==> src/rtl/alu_pkg.sv <==
// alu_pkg: shared RV32I encodings, bundle layout and stage state for the ALU operand stage
package alu_pkg;
    localparam int XLEN = 32;
    localparam int NREG = 32;
    localparam logic [6:0] OPC_OP      = 7'b0110011;
    localparam logic [6:0] OPC_OPIMM   = 7'b0010011;
    localparam logic [6:0] FUNCT7_BASE = 7'b0000000;
    localparam logic [6:0] FUNCT7_ALT  = 7'b0100000;
    localparam logic [2:0] F3_ADDSUB = 3'b000;
    localparam logic [2:0] F3_SLL    = 3'b001;
    localparam logic [2:0] F3_SLT    = 3'b010;
    localparam logic [2:0] F3_SLTU   = 3'b011;
    localparam logic [2:0] F3_XOR    = 3'b100;
    localparam logic [2:0] F3_SRLSRA = 3'b101;
    localparam logic [2:0] F3_OR     = 3'b110;
    localparam logic [2:0] F3_AND    = 3'b111;
    typedef enum logic {EMPTY, FULL} bundleState_t;
    typedef struct packed {
        logic [XLEN-1:0] dataA;
        logic [XLEN-1:0] dataB;
        logic [2:0]      funct3;
        logic [6:0]      funct7;
        logic [4:0]      rd;
        logic            illegal;
    } bundle_t;
endpackage

==> src/rtl/reg_file.sv <==
// reg_file: 32x32 register file, two async read ports, one sync write port, x0 reads zero
module reg_file
    import alu_pkg::*;
(
    input  logic            iClk,
    input  logic            iRstN,
    input  logic            iWe,
    input  logic [4:0]      iWAddr,
    input  logic [XLEN-1:0] iWData,
    input  logic [4:0]      iRAddrA,
    output logic [XLEN-1:0] oRDataA,
    input  logic [4:0]      iRAddrB,
    output logic [XLEN-1:0] oRDataB
);
    logic [XLEN-1:0] mem [NREG];

    always_ff @(posedge iClk or negedge iRstN) begin
        if (!iRstN) begin
            for (int i = 0; i < NREG; i++) mem[i] <= '0;
        end else if (iWe && iWAddr != '0) begin
            mem[iWAddr] <= iWData;
        end
    end

    assign oRDataA = (iRAddrA == '0) ? '0 : mem[iRAddrA];
    assign oRDataB = (iRAddrB == '0) ? '0 : mem[iRAddrB];
endmodule

==> src/rtl/alu_operand_stage.sv <==
// alu_operand_stage: decodes RV32I ALU instructions, fetches operands and holds a registered bundle for the ALU
module alu_operand_stage
    import alu_pkg::*;
(
    input  logic            iClk,
    input  logic            iRstN,
    input  logic            iInstrValid,
    input  logic [31:0]     iInstr,
    output logic            oInstrReady,
    output logic            oOpValid,
    input  logic            iOpReady,
    output logic [XLEN-1:0] oDataA,
    output logic [XLEN-1:0] oDataB,
    output logic [2:0]      oFunct3,
    output logic [6:0]      oFunct7,
    output logic [4:0]      oRd,
    output logic            oIllegal,
    input  logic            iWbEn,
    input  logic [4:0]      iWbAddr,
    input  logic [XLEN-1:0] iWbData
);
    logic [6:0] opcode, f7;
    logic [2:0] f3;
    logic [4:0] rd, rs1, rs2, holdRs1, holdRs2;
    logic [XLEN-1:0] rdA, rdB, rs1Val, rs2Val, immB;
    logic isShift, legal, regB, holdBReg, accept, stall, wbLive;
    bundle_t nxt, bun;
    bundleState_t state, stateNxt;

    assign opcode = iInstr[6:0];
    assign rd     = iInstr[11:7];
    assign f3     = iInstr[14:12];
    assign rs1    = iInstr[19:15];
    assign rs2    = iInstr[24:20];
    assign f7     = iInstr[31:25];

    reg_file uRegFile (
        .iClk    (iClk),
        .iRstN   (iRstN),
        .iWe     (iWbEn),
        .iWAddr  (iWbAddr),
        .iWData  (iWbData),
        .iRAddrA (rs1),
        .oRDataA (rdA),
        .iRAddrB (rs2),
        .oRDataB (rdB)
    );

    always_comb begin
        isShift = (f3 == F3_SLL) || (f3 == F3_SRLSRA);
        regB    = opcode == OPC_OP;
        legal   = regB ? (f7 == FUNCT7_BASE || (f7 == FUNCT7_ALT && (f3 == F3_ADDSUB || f3 == F3_SRLSRA)))
                : (opcode == OPC_OPIMM) ? (!isShift || f7 == FUNCT7_BASE || (f7 == FUNCT7_ALT && f3 == F3_SRLSRA))
                : 1'b0;
        rs1Val  = (wbLive && iWbAddr == rs1) ? iWbData : rdA;
        rs2Val  = (wbLive && iWbAddr == rs2) ? iWbData : rdB;
        immB    = isShift ? {27'b0, rs2} : {{20{iInstr[31]}}, iInstr[31:20]};
        nxt.dataA   = legal ? rs1Val : '0;
        nxt.dataB   = !legal ? '0 : regB ? rs2Val : immB;
        nxt.funct3  = legal ? f3 : '0;
        nxt.funct7  = (legal && (regB || isShift)) ? f7 : '0;
        nxt.rd      = legal ? rd : '0;
        nxt.illegal = !legal;
    end

    assign wbLive      = iWbEn && iWbAddr != '0;
    assign oOpValid    = state == FULL;
    assign oInstrReady = !oOpValid || iOpReady;
    assign accept      = iInstrValid && oInstrReady;
    assign stall       = oOpValid && !iOpReady;
    assign stateNxt    = (accept || stall) ? FULL : EMPTY;

    always_ff @(posedge iClk or negedge iRstN) begin
        if (!iRstN) state <= EMPTY;
        else        state <= stateNxt;
    end

    // Illegal bundles keep holdRs1 = 0 and holdBReg = 0 so their zeroed operands are never refreshed
    always_ff @(posedge iClk or negedge iRstN) begin
        if (!iRstN) begin
            bun      <= '0;
            holdRs1  <= '0;
            holdRs2  <= '0;
            holdBReg <= 1'b0;
        end else if (accept) begin
            bun      <= nxt;
            holdRs1  <= legal ? rs1 : '0;
            holdRs2  <= rs2;
            holdBReg <= legal && regB;
        end else if (stall && wbLive) begin
            if (iWbAddr == holdRs1) bun.dataA <= iWbData;
            if (holdBReg && iWbAddr == holdRs2) bun.dataB <= iWbData;
        end
    end

    assign oDataA   = bun.dataA;
    assign oDataB   = bun.dataB;
    assign oFunct3  = bun.funct3;
    assign oFunct7  = bun.funct7;
    assign oRd      = bun.rd;
    assign oIllegal = bun.illegal;
endmodule

==> config.mk <==
export PLATFORM = sky130hd
export DESIGN_NAME = alu_operand_stage
export DESIGN_NICKNAME = d
export VERILOG_FILES = /design/src/rtl/alu_pkg.sv /design/src/rtl/reg_file.sv /design/src/rtl/alu_operand_stage.sv
export SDC_FILE = /design/constraint.sdc
export NUM_CORES = 2
export LEC_CHECK = 0
export BUFFER_PORTS_ARGS = -buffer_cell sky130_fd_sc_hd__buf_2
export CORE_MARGIN = 8
export CORE_UTILIZATION = 34
export CTS_BUF_LIST = sky130_fd_sc_hd__clkbuf_4 sky130_fd_sc_hd__clkbuf_8
export CTS_CLUSTER_SIZE = 24
export DETAILED_ROUTE_END_ITERATION = 10
export PLACE_DENSITY = 0.46
export SLEW_MARGIN = 20
export SYNTH_ARGS = -nofsm -noshare
export SYNTH_HDL_FRONTEND = slang
export SYNTH_SLANG_ARGS = --single-unit
==> constraint.sdc <==
create_clock -name iClk -period 2.7 [get_ports iClk]
set_clock_uncertainty 0.2 [all_clocks]
set_input_delay 0.54 -clock iClk [delete_from_list [all_inputs] [get_ports iClk]]
set_output_delay 0.54 -clock iClk [all_outputs]
set_load 0.01 [all_outputs]
Yosys cells after proc, flatten, opt, wreduce, memory -nomap -nowiden
Cells that the tools add are included.
W data, S select, Z words.

word-level totals
  register bits = 1116
  logic and storage cells = 120
  input port bits = 74

operators by class
  $lt $le $gt $ge = 4
  multiplexer cells = 28
  reduce and logical (&&, ||, !) cells = 34
  equal/unequal tests = 9
  bitwise gates (word level) = 3

operator list
  operator              number
  $bwmux W1024          1
  $mux W32              15
  $bmux W32 S5          2
  $demux W32 S5         1
  $mux W64              2
  $eq A5 B5 Y1          4
  $ge A6 B6 Y1 const B  3
  $not A5 Y6            3
  $eq A7 B6 Y1 const B  2
  $logic_and A1 B1 Y1   12
  $logic_not A5 Y1      2
  $mux W5               2
  $logic_or A1 B1 Y1    8
  $eq A7 B5 Y1 const B  1
  $logic_not A7 Y1      1
  $mux W7               1
  $lt A6 B1 Y1 const B  1
  $reduce_bool A2 Y1    3
  $reduce_bool A5 Y1    1
  $logic_not A1 Y1      4
  $reduce_and A2 Y1     2
  $eq A3 B1 Y1 const B  1
  $eq A3 B3 Y1 const B  1
  $logic_not A3 Y1      1
  2 further kinds       4

Depth between registers and ports, before layout
  depth after elaboration = 9
  depth in mapped cells = 11
  mapped depth without buffers = 6

Modules after synthesis
A second synthesis with hierarchy kept.

second synthesis, totals
  cell total of the unflattened synthesis = 4133
  area, all modules = 59329.4 sq um

by module, submodules not included
  module             times used  area each (sq um)  cells an instance
  reg_file           1           54394.7            3667
  alu_operand_stage  1           4934.7             466

Least setup slack after synthesis
Ideal clock, no wire load.

  path type = input-to-reg
  start = input iInstr[20]
  end = register bun (netlist bit oDataB[11])
  slack = -0.104 ns
  data required time = 2.374 ns
  stages = 9
  setup time = 0.126 ns
  arrival = 2.478 ns
  cells stage by stage = buf_2 buf_4 buf_2 buf_2 mux4_2 a21oi_1 nand3_1 o21ai_0 a21oi_1

between the ends
  cells in the longest elaborated chain, start to end = 9
  elaborated cells between the ends (all ways) = 12

ends and longest elaborated chain
  what                                          line                     text
  from (decl)                                   alu_operand_stage.sv:8   input logic [31:0] iInstr,
  $not A5 Y6 (not written as such)              reg_file.sv:26           assign oRDataB = (iRAddrB == '0) ? '0 : mem[iRAddrB];
  $bmux W32 S5                                  reg_file.sv:26
  $mux W32 (not written as such) (2 in series)  reg_file.sv:26
  $mux W32                                      reg_file.sv:26
  $mux W32 (*)                                  alu_operand_stage.sv:56  rs2Val = (wbLive && iWbAddr == rs2) ? iWbData : rdB;
  $mux W32 (*) (2 in series)                    alu_operand_stage.sv:59  nxt.dataB = !legal ? '0 : regB ? rs2Val : immB;
  $mux W64 (*)                                  alu_operand_stage.sv:85  end else if (accept) begin
  to (signal assigned)                          alu_operand_stage.sv:86  bun <= nxt;
  to (decl)                                     alu_operand_stage.sv:27  bundle_t nxt, bun;

Mark *: on every way between the ends. The rest lies on a longest branch, timed or not. The select of a mux whose other input is x is not followed.
A chain may end at the register's enable or synchronous reset.

Worst setup path after layout
  start = input iInstr[27]
  end = register bun (netlist bit oDataB[20])

between the ends
  cells in the longest elaborated chain, start to end = 7
  elaborated cells between the ends (all ways) = 11

ends and longest elaborated chain
  what                                                       line                                              text
  $eq A7 B6 Y1 or $logic_not A7 Y1 (tied branches)           alu_operand_stage.sv:52, alu_operand_stage.sv:53
  $logic_and A1 B1 Y1 or $logic_or A1 B1 Y1 (tied branches)  alu_operand_stage.sv:53                           : (opcode == OPC_OPIMM) ? (!isShift || f7 == FUNCT7_BASE || (f7 == FUNCT7_ALT && f3 == F3_SRLSRA))
  $logic_or A1 B1 Y1                                         alu_operand_stage.sv:53
  $mux W1                                                    alu_operand_stage.sv:53
  $mux W1 (*)                                                alu_operand_stage.sv:52                           legal = regB ? (f7 == FUNCT7_BASE || (f7 == FUNCT7_ALT && (f3 == F3_ADDSUB || f3 == F3_SRLSRA)))
  $mux W32 (*)                                               alu_operand_stage.sv:59
  $mux W64 (*)                                               alu_operand_stage.sv:85

Mark *: on every way between the ends. The rest lies on a longest branch, timed or not.

==> out/qor.yml <==
status: "complete, no violations"
worstPathMaxFanout: 8
dp_hpwl_mm: 156.0
fp.dieH_um: 431.9
cts_tree: "yes"
startpoint_type: "primary input"
ys_types: 64
p_per_area_nw_per_um2: 696.0
synth-edff-count: 0
tns_ps: 0
setup_viol: 0
coreArea_um2: 171700
worst_path_dominant_cell_family: "buffers and inverters"
layout_common_cells: "dfrtp_1 (1116), mux2_2 (1049), mux4_2 (430)"
max-clock-path-buffers: 3
fp-row-count: 152
port-buffer-count: 155
worst_ep_required_time_ps: 3360
period_needed_ps: 2665
postRouteAntennaNets: 0
pre_cts_ws_ps: -459.1
routed_wl_mm: 234.4
vias_per_cell: 5.778
peakVddDrop_uv: 564.6
antenna_found_initial: 8
slowest_stage: "o41a_1"
drtIter0Drc: 3139
seq_area_frac_synth_pct: 47.49
cts_made_buffers: 206
gp_congestion: 0.8391
cts-root-buf: "clkbuf_8"
cp_cell_sequence: "dlygate4sd3_1 -> buf_2 -> or4_4 -> o41a_1 -> buf_4 -> o31ai_2 -> buf_4 -> a21oi_1 -> nor3_1"
grt_max_degree: 108
synth_cells: 4135
synth_fp_nets: 4209
synthArstFlopShare_pct: 100.0
insertion_delay_ps: 990
via_count: 41100
die_w_um: 431.9
grt_pass1_wl_mm: 334.3
fin_ws_ps: 34.75
clock-sinks: 1116
drive_gt1_share_pct: 54.33
area_delta_synth_final_pct: 22.90
final_common_cell: "dfrtp_1"
cap_violations: 0
synth_warnings: 0
wl_per_cell_um: 32.95
grt_pass1_vias: 42800
p_leak_nw: 32.21
path_class: "primary input to flip-flop"
ys_ff_latch: 1116
worst_pin_slew_ps: 822.9
cts_setup_buffers: 0
syn_area_per_cell_um2: 14.22
h-tree-depth: 4
slew_violations: 0
slew_headroom_pct: 45.08
cp_num_buf_inv: 4
die_area_um2: 186500
fin_nets: 4708
crit_top_cell: "buf_4"
fin_cells: 7114
drt_pass1_iterations: 5
rsz0062_at_grt: "no"
dp_cells: 6680
start_util_pct: 34.24
nFillCells: 15880
ys.flop_type: "dfrtp_1"
period_share_pct: 98.71
drc: 0
grt-ovfl-total: 0
cp_slowest_stage_delay_ps: 540
syn-cell-area_um2: 58810
hp-class: "primary input to flip-flop"
fmaxAchievable_ghz: 0.3752
clkSlewWorstSetupHoldPaths_ps: 50
worst_ep_arrival_time_ps: 3330
io_pins: 156
hold_viol: 0
grt_use_total_pct: 24.73
end_kind: "flip-flop"
worst paths after layout:
check / startpoint / to / slack, ps / depth (start not counted)
setup / recovery: iInstr[27] / oDataB[20] / 30 / 9
hold / removal: iWbData[20] / oDataA[20] / 90 / 3
setup reg to reg: uRegFile.mem[281] / oDataB[25] / 350 / 6
hold reg to reg: uRegFile.mem[995] / uRegFile.mem[995] / 200 / 0
max in group asynchronous: iRstN / uRegFile.mem[978] / 1220 / 3
min in group asynchronous: iRstN / uRegFile.mem[702] / 120 / 3
area by class of cell:
type | instances | area, um2 | area share [%]
clock inverters | 32 | 269.0 | 0.3722
repair buffers | 749 | 7646 | 10.58
flip-flops and latches | 1116 | 27930 | 38.64
diodes | 4 | 10.01 | 0.01385
clock buffers | 342 | 4213 | 5.829
well taps | 2310 | 2890 | 3.999
multi-input cells | 2555 | 29290 | 40.53
inverters | 6 | 22.52 | 0.03116
report_power, final:
part	total (mW)	internal, mW	switching (mW)	leakage (nW)
clock network	17.8	9.93	7.87	2.40
logic	10.4	6.12	4.30	15.5
registers	22.1	19.8	2.31	14.3
total	50.3	35.8	14.5	32.2
per-layer routing:
| layer | vias up | global-route usage (%) | share of wire (%) |
|---|---|---|---|
| met2 | 1244 | 40.05 | 47 |
| met5 | - | 0 | 0.0055 |
| met1 | 22500 | 34.03 | 44 |
| li1 | 16970 | - | - |
| met4 | 2 | 7.940 | 3.3 |
| met3 | 383 | 4.032 | 4.9 |
repair_timing:
item | 4_1_cts | 5_1_grt
hold endpoints to repair | 1612 | 0
resized for setup | 0 | 1
setup endpoints to repair | 0 | 3
hold buffers | 56 | 0
flip-flops by register name (all words and copies together) (netlist names), 3 cells and up:
register      count
holdRs1           5
holdRs2           5
oDataA           32
oDataB           32
oFunct3           3
oFunct7           7
oRd               5
uRegFile.mem   1024
cells by family after synthesis:
| family | share of synthesized area, % |
|---|---|
| AOI/OAI and AO/OA | 5.572 |
| xor gates and xnor gates | 0.3128 |
| buffers and inverters | 3.243 |
| DFF | 47.49 |
| muxes | 40.45 |
| and+or+nand+nor | 2.928 |
synthesized netlist by cell type, types with 25 or more instances:
library cell | n | area [um2]
nand3_1 | 25 | 125.1
clkbuf_1 | 297 | 1115
o21ai_0 | 57 | 285.3
dfrtp_1 | 1116 | 27930
a211oi_1 | 34 | 255.2
a22oi_1 | 35 | 262.8
mux2_2 | 1049 | 11810
a221oi_1 | 59 | 516.8
mux2i_1 | 229 | 2292
o22ai_1 | 114 | 713.2
nand2_1 | 191 | 716.9
o221ai_1 | 35 | 306.5
nor2_1 | 46 | 172.7
buf_2 | 93 | 465.5
buf_1 | 58 | 217.7
mux4_2 | 430 | 9684
a21o_1 | 45 | 337.8
a21oi_1 | 28 | 140.1
through the flow:
| step | util, % | power (mW) | hold slack (ps) | instance area (um2) |
|---|---|---|---|---|
| 2_1_floorplan | - | 28.59 | 44.41 | 58840 |
| 3_3_place_gp | 39.14 | 32.43 | 177.4 | 67220 |
| 3_5_place_dp | 39.14 | 32.68 | 184.8 | 67220 |
| 4_1_cts | 42.08 | 50.71 | 5.158 | 72260 |
| 5_1_grt | 42.08 | 52.54 | 64.68 | 72270 |
| 6_report | 42.08 | 50.30 | 88.25 | 72270 |
tightest hold or removal path: cells and delay by family:
kind / cells / cell delay [ps]
buffers and inverters: 1 / 320
muxes: 1 / 230
AOI/OAI and AO/OA: 1 / 100
Power figures use the tool's default switching activity.
